[config.mk]
export PLATFORM = sky130hd
export DESIGN_NAME = cmp_serial
export DESIGN_NICKNAME = d
export VERILOG_FILES = /design/src/rtl/cmp_pkg.sv /design/src/rtl/cmp_idx_ctr.sv /design/src/rtl/cmp_serial.sv
export SDC_FILE = /design/constraint.sdc
export NUM_CORES = 1
export LEC_CHECK = 0
export CORE_ASPECT_RATIO = 1.25
export CORE_MARGIN = 1.5
export CORE_UTILIZATION = 30
export CTS_CLUSTER_SIZE = 20
export DETAILED_ROUTE_END_ITERATION = 10
export PLACE_DENSITY = 0.6
export SETUP_SLACK_MARGIN = 0.2
export SLEW_MARGIN = 20
export SYNTH_ARGS = -nofsm -noshare
export SYNTH_HDL_FRONTEND = slang
export SYNTH_HIERARCHICAL = 1
export SYNTH_SLANG_ARGS = --single-unit
export TNS_END_PERCENT = 20
[constraint.sdc]
create_clock -name clk -period 5.9 [get_ports clk]
set_input_delay 0.59 -clock clk [delete_from_list [all_inputs] [get_ports clk]]
set_output_delay 0.59 -clock clk [all_outputs]
set_load 0.03 [all_outputs]
[src/rtl/cmp_pkg.sv]
// Shared types and helpers for the serial magnitude comparator (cmp_serial).
// Holds the FSM state enum, the result code with its flag decoder, and the
// index-width function used to size the bit-index counter.
package cmp_pkg;

   typedef enum logic [1:0] {
      IDLE = 2'd0,
      SCAN = 2'd1,
      FIN  = 2'd2
   } state_t;

   // RES_EQ doubles as "no difference seen yet" while scanning: if nothing
   // ever differs, that is exactly the final answer.
   typedef enum logic [1:0] {
      RES_LT = 2'd0,
      RES_EQ = 2'd1,
      RES_GT = 2'd2
   } res_t;

   typedef struct packed {
      logic lt;
      logic eq;
      logic gt;
   } flags_t;

   // Number of bits needed to hold values 0..value-1 (value >= 2).
   function automatic int clog2(input int value);
      int r;
      int v;
      r = 0;
      v = value - 1;
      while (v > 0) begin
         r++;
         v = v >> 1;
      end
      return r;
   endfunction

   // One-hot flag decode of a result code.
   function automatic flags_t decode_res(input res_t r);
      flags_t f;
      f = '0;
      case (r)
         RES_LT:  f.lt = 1'b1;
         RES_GT:  f.gt = 1'b1;
         default: f.eq = 1'b1;
      endcase
      return f;
   endfunction

endpackage

[src/rtl/cmp_idx_ctr.sv]
// Loadable, non-wrapping down-counter that walks the bit index of the
// serial comparator from MSB to LSB; o_zero marks the last bit.
module cmp_idx_ctr #(
   parameter int IW = 5
) (
   input  logic          clk,
   input  logic          reset,
   input  logic          i_load,
   input  logic [IW-1:0] i_load_val,
   input  logic          i_dec,
   output logic [IW-1:0] o_count,
   output logic          o_zero
);

   logic [IW-1:0] r_count;

   // Load takes priority over decrement; decrement saturates at zero.
   always_ff @(posedge clk) begin
      // NOTE: sequential state uses non-blocking assignments only.
      if (reset) begin
         r_count <= '0;
      end else if (i_load) begin
         r_count <= i_load_val;
      end else if (i_dec && (r_count != '0)) begin
         r_count <= r_count - 1'b1;
      end
   end

   assign o_count = r_count;
   assign o_zero  = (r_count == '0);

endmodule

[src/rtl/cmp_serial.sv]
// Serial MSB-first magnitude comparator, signed or unsigned, with a
// start/busy/done handshake and held one-hot lt/eq/gt flags.
// Build option: define CMP_EARLY_EXIT_EN to leave the scan on the first
// differing bit; results are identical either way, only latency changes.
module cmp_serial
   import cmp_pkg::*;
#(
   parameter int WIDTH = 32
) (
   input  logic             clk,
   input  logic             reset,
   input  logic             start,
   input  logic             signed_mode,
   input  logic [WIDTH-1:0] a,
   input  logic [WIDTH-1:0] b,
   output logic             busy,
   output logic             done,
   output logic             lt,
   output logic             eq,
   output logic             gt
);

   localparam int IW = clog2(WIDTH);

`ifdef CMP_EARLY_EXIT_EN
   localparam bit EARLY_EXIT = 1'b1;
`else
   localparam bit EARLY_EXIT = 1'b0;
`endif

   state_t           r_state;
   res_t             r_res;
   flags_t           r_flags;
   logic             r_busy;
   logic             r_done;
   logic [WIDTH-1:0] r_a;
   logic [WIDTH-1:0] r_b;

   logic [IW-1:0]    w_idx;
   logic             w_idx_zero;
   logic             w_accept;
   logic             w_a_bit;
   logic             w_b_bit;
   res_t             w_res_next;
   logic             w_scan_end;

   // Start is honoured in IDLE and FIN; while scanning it is dropped.
   assign w_accept = start && (r_state != SCAN);

   cmp_idx_ctr #(.IW(IW)) u_idx_ctr (
      .clk        (clk),
      .reset      (reset),
      .i_load     (w_accept),
      .i_load_val (IW'(WIDTH - 1)),
      .i_dec      (r_state == SCAN),
      .o_count    (w_idx),
      .o_zero     (w_idx_zero)
   );

   // Capture operands on acceptance; in signed mode flipping the MSB maps
   // two's complement onto offset binary so one unsigned scan serves both.
   // NOTE: operand registers have no reset; they are always written before use.
   always_ff @(posedge clk) begin
      if (w_accept) begin
         r_a <= {a[WIDTH-1] ^ signed_mode, a[WIDTH-2:0]};
         r_b <= {b[WIDTH-1] ^ signed_mode, b[WIDTH-2:0]};
      end
   end

   assign w_a_bit = r_a[w_idx];
   assign w_b_bit = r_b[w_idx];

   // Decision after this bit: the first differing bit sticks.
   always_comb begin
      // NOTE: default first so every path assigns and no latch is inferred.
      w_res_next = r_res;
      if (r_res == RES_EQ) begin
         if (w_a_bit && !w_b_bit) begin
            w_res_next = RES_GT;
         end else if (!w_a_bit && w_b_bit) begin
            w_res_next = RES_LT;
         end
      end
   end

   assign w_scan_end = w_idx_zero || (EARLY_EXIT && (w_res_next != RES_EQ));

   // Control FSM with registered busy/done/flags.
   always_ff @(posedge clk) begin
      if (reset) begin
         r_state <= IDLE;
         r_res   <= RES_EQ;
         r_flags <= '0;
         r_busy  <= 1'b0;
         r_done  <= 1'b0;
      end else begin
         case (r_state)
            IDLE: begin
               r_done <= 1'b0;
               if (start) begin
                  r_state <= SCAN;
                  r_res   <= RES_EQ;
                  r_busy  <= 1'b1;
               end
            end
            SCAN: begin
               r_res <= w_res_next;
               if (w_scan_end) begin
                  r_state <= FIN;
                  r_busy  <= 1'b0;
                  r_done  <= 1'b1;
                  r_flags <= decode_res(w_res_next);
               end
            end
            FIN: begin
               r_done <= 1'b0;
               if (start) begin
                  r_state <= SCAN;
                  r_res   <= RES_EQ;
                  r_busy  <= 1'b1;
               end else begin
                  r_state <= IDLE;
               end
            end
            default: begin
               r_state <= IDLE;
               r_busy  <= 1'b0;
               r_done  <= 1'b0;
            end
         endcase
      end
   end

   assign busy = r_busy;
   assign done = r_done;
   assign lt   = r_flags.lt;
   assign eq   = r_flags.eq;
   assign gt   = r_flags.gt;

endmodule

==> results by group <==
Status
  – Status: complete, no violations

Floorplanning
  – Placement Rows: 42
  – Core Footprint: 10620 um2
  – Die footprint: 11520 um2
  – Chip height: 119.6 um
  – Chip width: 96.28 um
  – Initial Utilization: 30.74%
  – Io pins: 73

Layout
  – Most frequent cells in the layout: 72 x clkdlybuf4s50_1, 64 x edfxtp_1, 32 x mux2i_1
  – Layout cell share with drive strength beyond 1: 8.224%
  – Fin cells: 436
  – Fin nets: 368
  – Most common cell after layout, fill and taps aside: clkdlybuf4s50_1
  – Layout Area Growth over Synthesis: 35.51%
  – N_diodes: 0

Synth
  – Share of the synthesized area in the top cell type: 58.90%
  – Syn. warnings: 6
  – Post-synth cell types: 42
  – Cell Area, Synth: 3263 um2
  – Number of synthesized register bits: 78
  – Cells after synthesis: 222
  – Synth area leader: edfxtp_1
  – Syn_area_per_cell: 14.70 um2
  – Top cells by area, synth: edfxtp_1 59%, mux2i_1 9.8%, dfxtp_1 8.6%
  – Fraction of registers with async set or reset after synthesis: 0%
  – Sequential area share after synthesis: 67.48%
  – Ys flop type: edfxtp_1
  – Number of synthesized flops with an enable pin: 64

Placed design
  – GP Congestion: 0.7322
  – Post-Place Cells: 420
  – Post-DP HPWL: 4457 um
  – Port bufs: 72

Setup path
  – CP cell instances: mux2i_1, a22o_1, nor4_1, a31oi_1, o211a_2, or3b_4, a211oi_2
  – Slowest-stage cell, CP: dfxtp_2
  – Critical Path Source Type: register
  – WS Path Type: register to register
  – CP endpoint kind: register
  – Critical path's largest stage delay: 1.01 ns
  – Critical path data arrival time: 3.06 ns
  – Max FO, Critical Path: 34
  – CP required: 6.15 ns

Detailed routing
  – Routed vias/inst: 4.709
  – DR DRC count: 0
  – Final WL: 6467 um
  – Drt pass-1 iters: 4
  – WL/cell: 14.83 um
  – Initial drt markers: 142
  – Post-route ant nets: 0
  – Vias: 2053

Timing
  – FMAX: 356.2 MHz
  – Final Setup Violations: 0
  – Slew Limit Fails: 0
  – Period utilisation layout: 47.58%
  – Setup_tns: 0 ns
  – Final hold slack: 0.4551 ns
  – Post-route minimum period: 2.807 ns
  – Relative slew slack: 31.02%
  – Worst Tran Pin Value: 1.035 ns
  – Clock Skew: 0.008050 ns
  – Final-report hold violation count: 0
  – RSZ-0062 raised after global routing: false

Clocking
  – Setup Buffers After CTS: 0
  – Clock transition at path regs: 0.06 ns
  – Resized Gates After CTS: 0
  – Num CTS Buffers: 9
  – Sink Count: 78
  – CTS tree: yes
  – Hold buffers post-CTS: 0
  – H-tree Lvls: 3
  – Max clock buf depth: 2
  – Clk_lat worst skew: 0.34 ns
  – Root Driver: clkbuf_16

GRT
  – First-pass GRT wire length: 10410 um
  – Global-route met1 utilization: 14.33%
  – Met3 Use GR: 4.563%
  – Number of global-route vias before repair: 2112
  – Largest net degree at the start of global routing: 55
  – Global routing usage on met2: 19.89%
  – Gr busiest metal: met2
  – Total GRT Usage: 12.57%
  – Global route overflow: 0
  – Initial antenna violation count: 0

Power
  – Max VDD drop: 0.1439 mV
  – LEAKAGE: 1.494 nW
  – PwrDens: 337.8 nW/um2

Flow run
  – Number of max-cap violations: 0

Min path
  – Worst hold-check path type: register to register
## power by group
part	switching (W)	leakage (nW)	internal, W	total, W
Sequential	0.0000312	0.730	0.000645	0.000676
Clock	0.000209	0.155	0.000412	0.000621
Combinational	0.0000950	0.609	0.000102	0.000197
## sequential cells by signal, indices dropped and copies added, names as in the netlist
register / cells
busy: 1
eq: 1
u_idx_ctr/o_count: 5
r_res: 2
r_b: 32
r_a: 32
done: 1
lt: 1
gt: 1
r_state: 2
## cell type report
cell class,count,area [um2]
Clock buffer,10,229.0
Clock inverter,6,110.1
Fill cell,987,6193
Inverter,6,22.52
Multi-Input combinational cell,131,963.4
Sequential cell,78,2203
Tap cell,132,165.2
Timing Repair Buffer,73,728.2
## worst paths after layout
check	end	from	slack, ns	cells after the start
min reg2reg	busy$_SDFFE_PP0P_	busy$_SDFFE_PP0P_	0.46	2
max reg2reg	r_res[1]$_SDFFE_PP0P_	u_idx_ctr/o_count[1]$_SDFFE_PP0P_	3.09	7
min	busy$_SDFFE_PP0P_	busy$_SDFFE_PP0P_	0.46	2
max	r_res[1]$_SDFFE_PP0P_	u_idx_ctr/o_count[1]$_SDFFE_PP0P_	3.09	7
## critical path, delay by kind of cell, from the launching register on
| family | cells | cell delay (ns) |
|---|---|---|
| flops | 1 | 1.01 |
| simple gates | 2 | 0.76 |
| mux | 1 | 0.17 |
| compound gates | 4 | 0.73 |
## metal layers
layer | share of wire [%] | vias up
li1 | - | 1004
met1 | 41 | 974
met2 | 51 | 62
met3 | 4.9 | 13
met4 | 2.7 | 0
met5 | 0 | -
## cells by family after synthesis
kind of cell | count (synthesis) | synth area share, %
compound gates | 41 | 9.854
xor+xnor | 3 | 0.8054
fa+ha+maj | 1 | 0.3834
buf+inv | 17 | 3.757
flops | 78 | 67.48
mux | 32 | 9.816
other cells | 1 | 0.1149
simple gates | 49 | 7.784
## per-stage QoR
| step | total power, W | setup slack (ns) | instance area (um2) | utilization [%] |
|---|---|---|---|---|
| after global placement | 0.0008821 | 3.002 | 4080 | 38.44 |
| after floorplan | 0.0008124 | 1.369 | 3278 | - |
| after detailed placement | 0.0008862 | 2.945 | 4080 | 38.44 |
| final | 0.001494 | 3.093 | 4422 | 41.65 |
| after global routing | 0.001556 | 2.925 | 4422 | 41.65 |
| after CTS | 0.001509 | 3.091 | 4419 | 41.63 |
## cells in the mapped netlist, drive strengths merged (4+ instances only)
library cell,count
a22oi,9
dfxtp,14
nor2b,5
nand2,11
mux2i,32
a22o,4
nor2,11
nor3,4
nand3,5
buf,7
inv,6
clkbuf,4
a21oi,11
edfxtp,64
No activity file was read; power rests on OpenSTA's default activity.
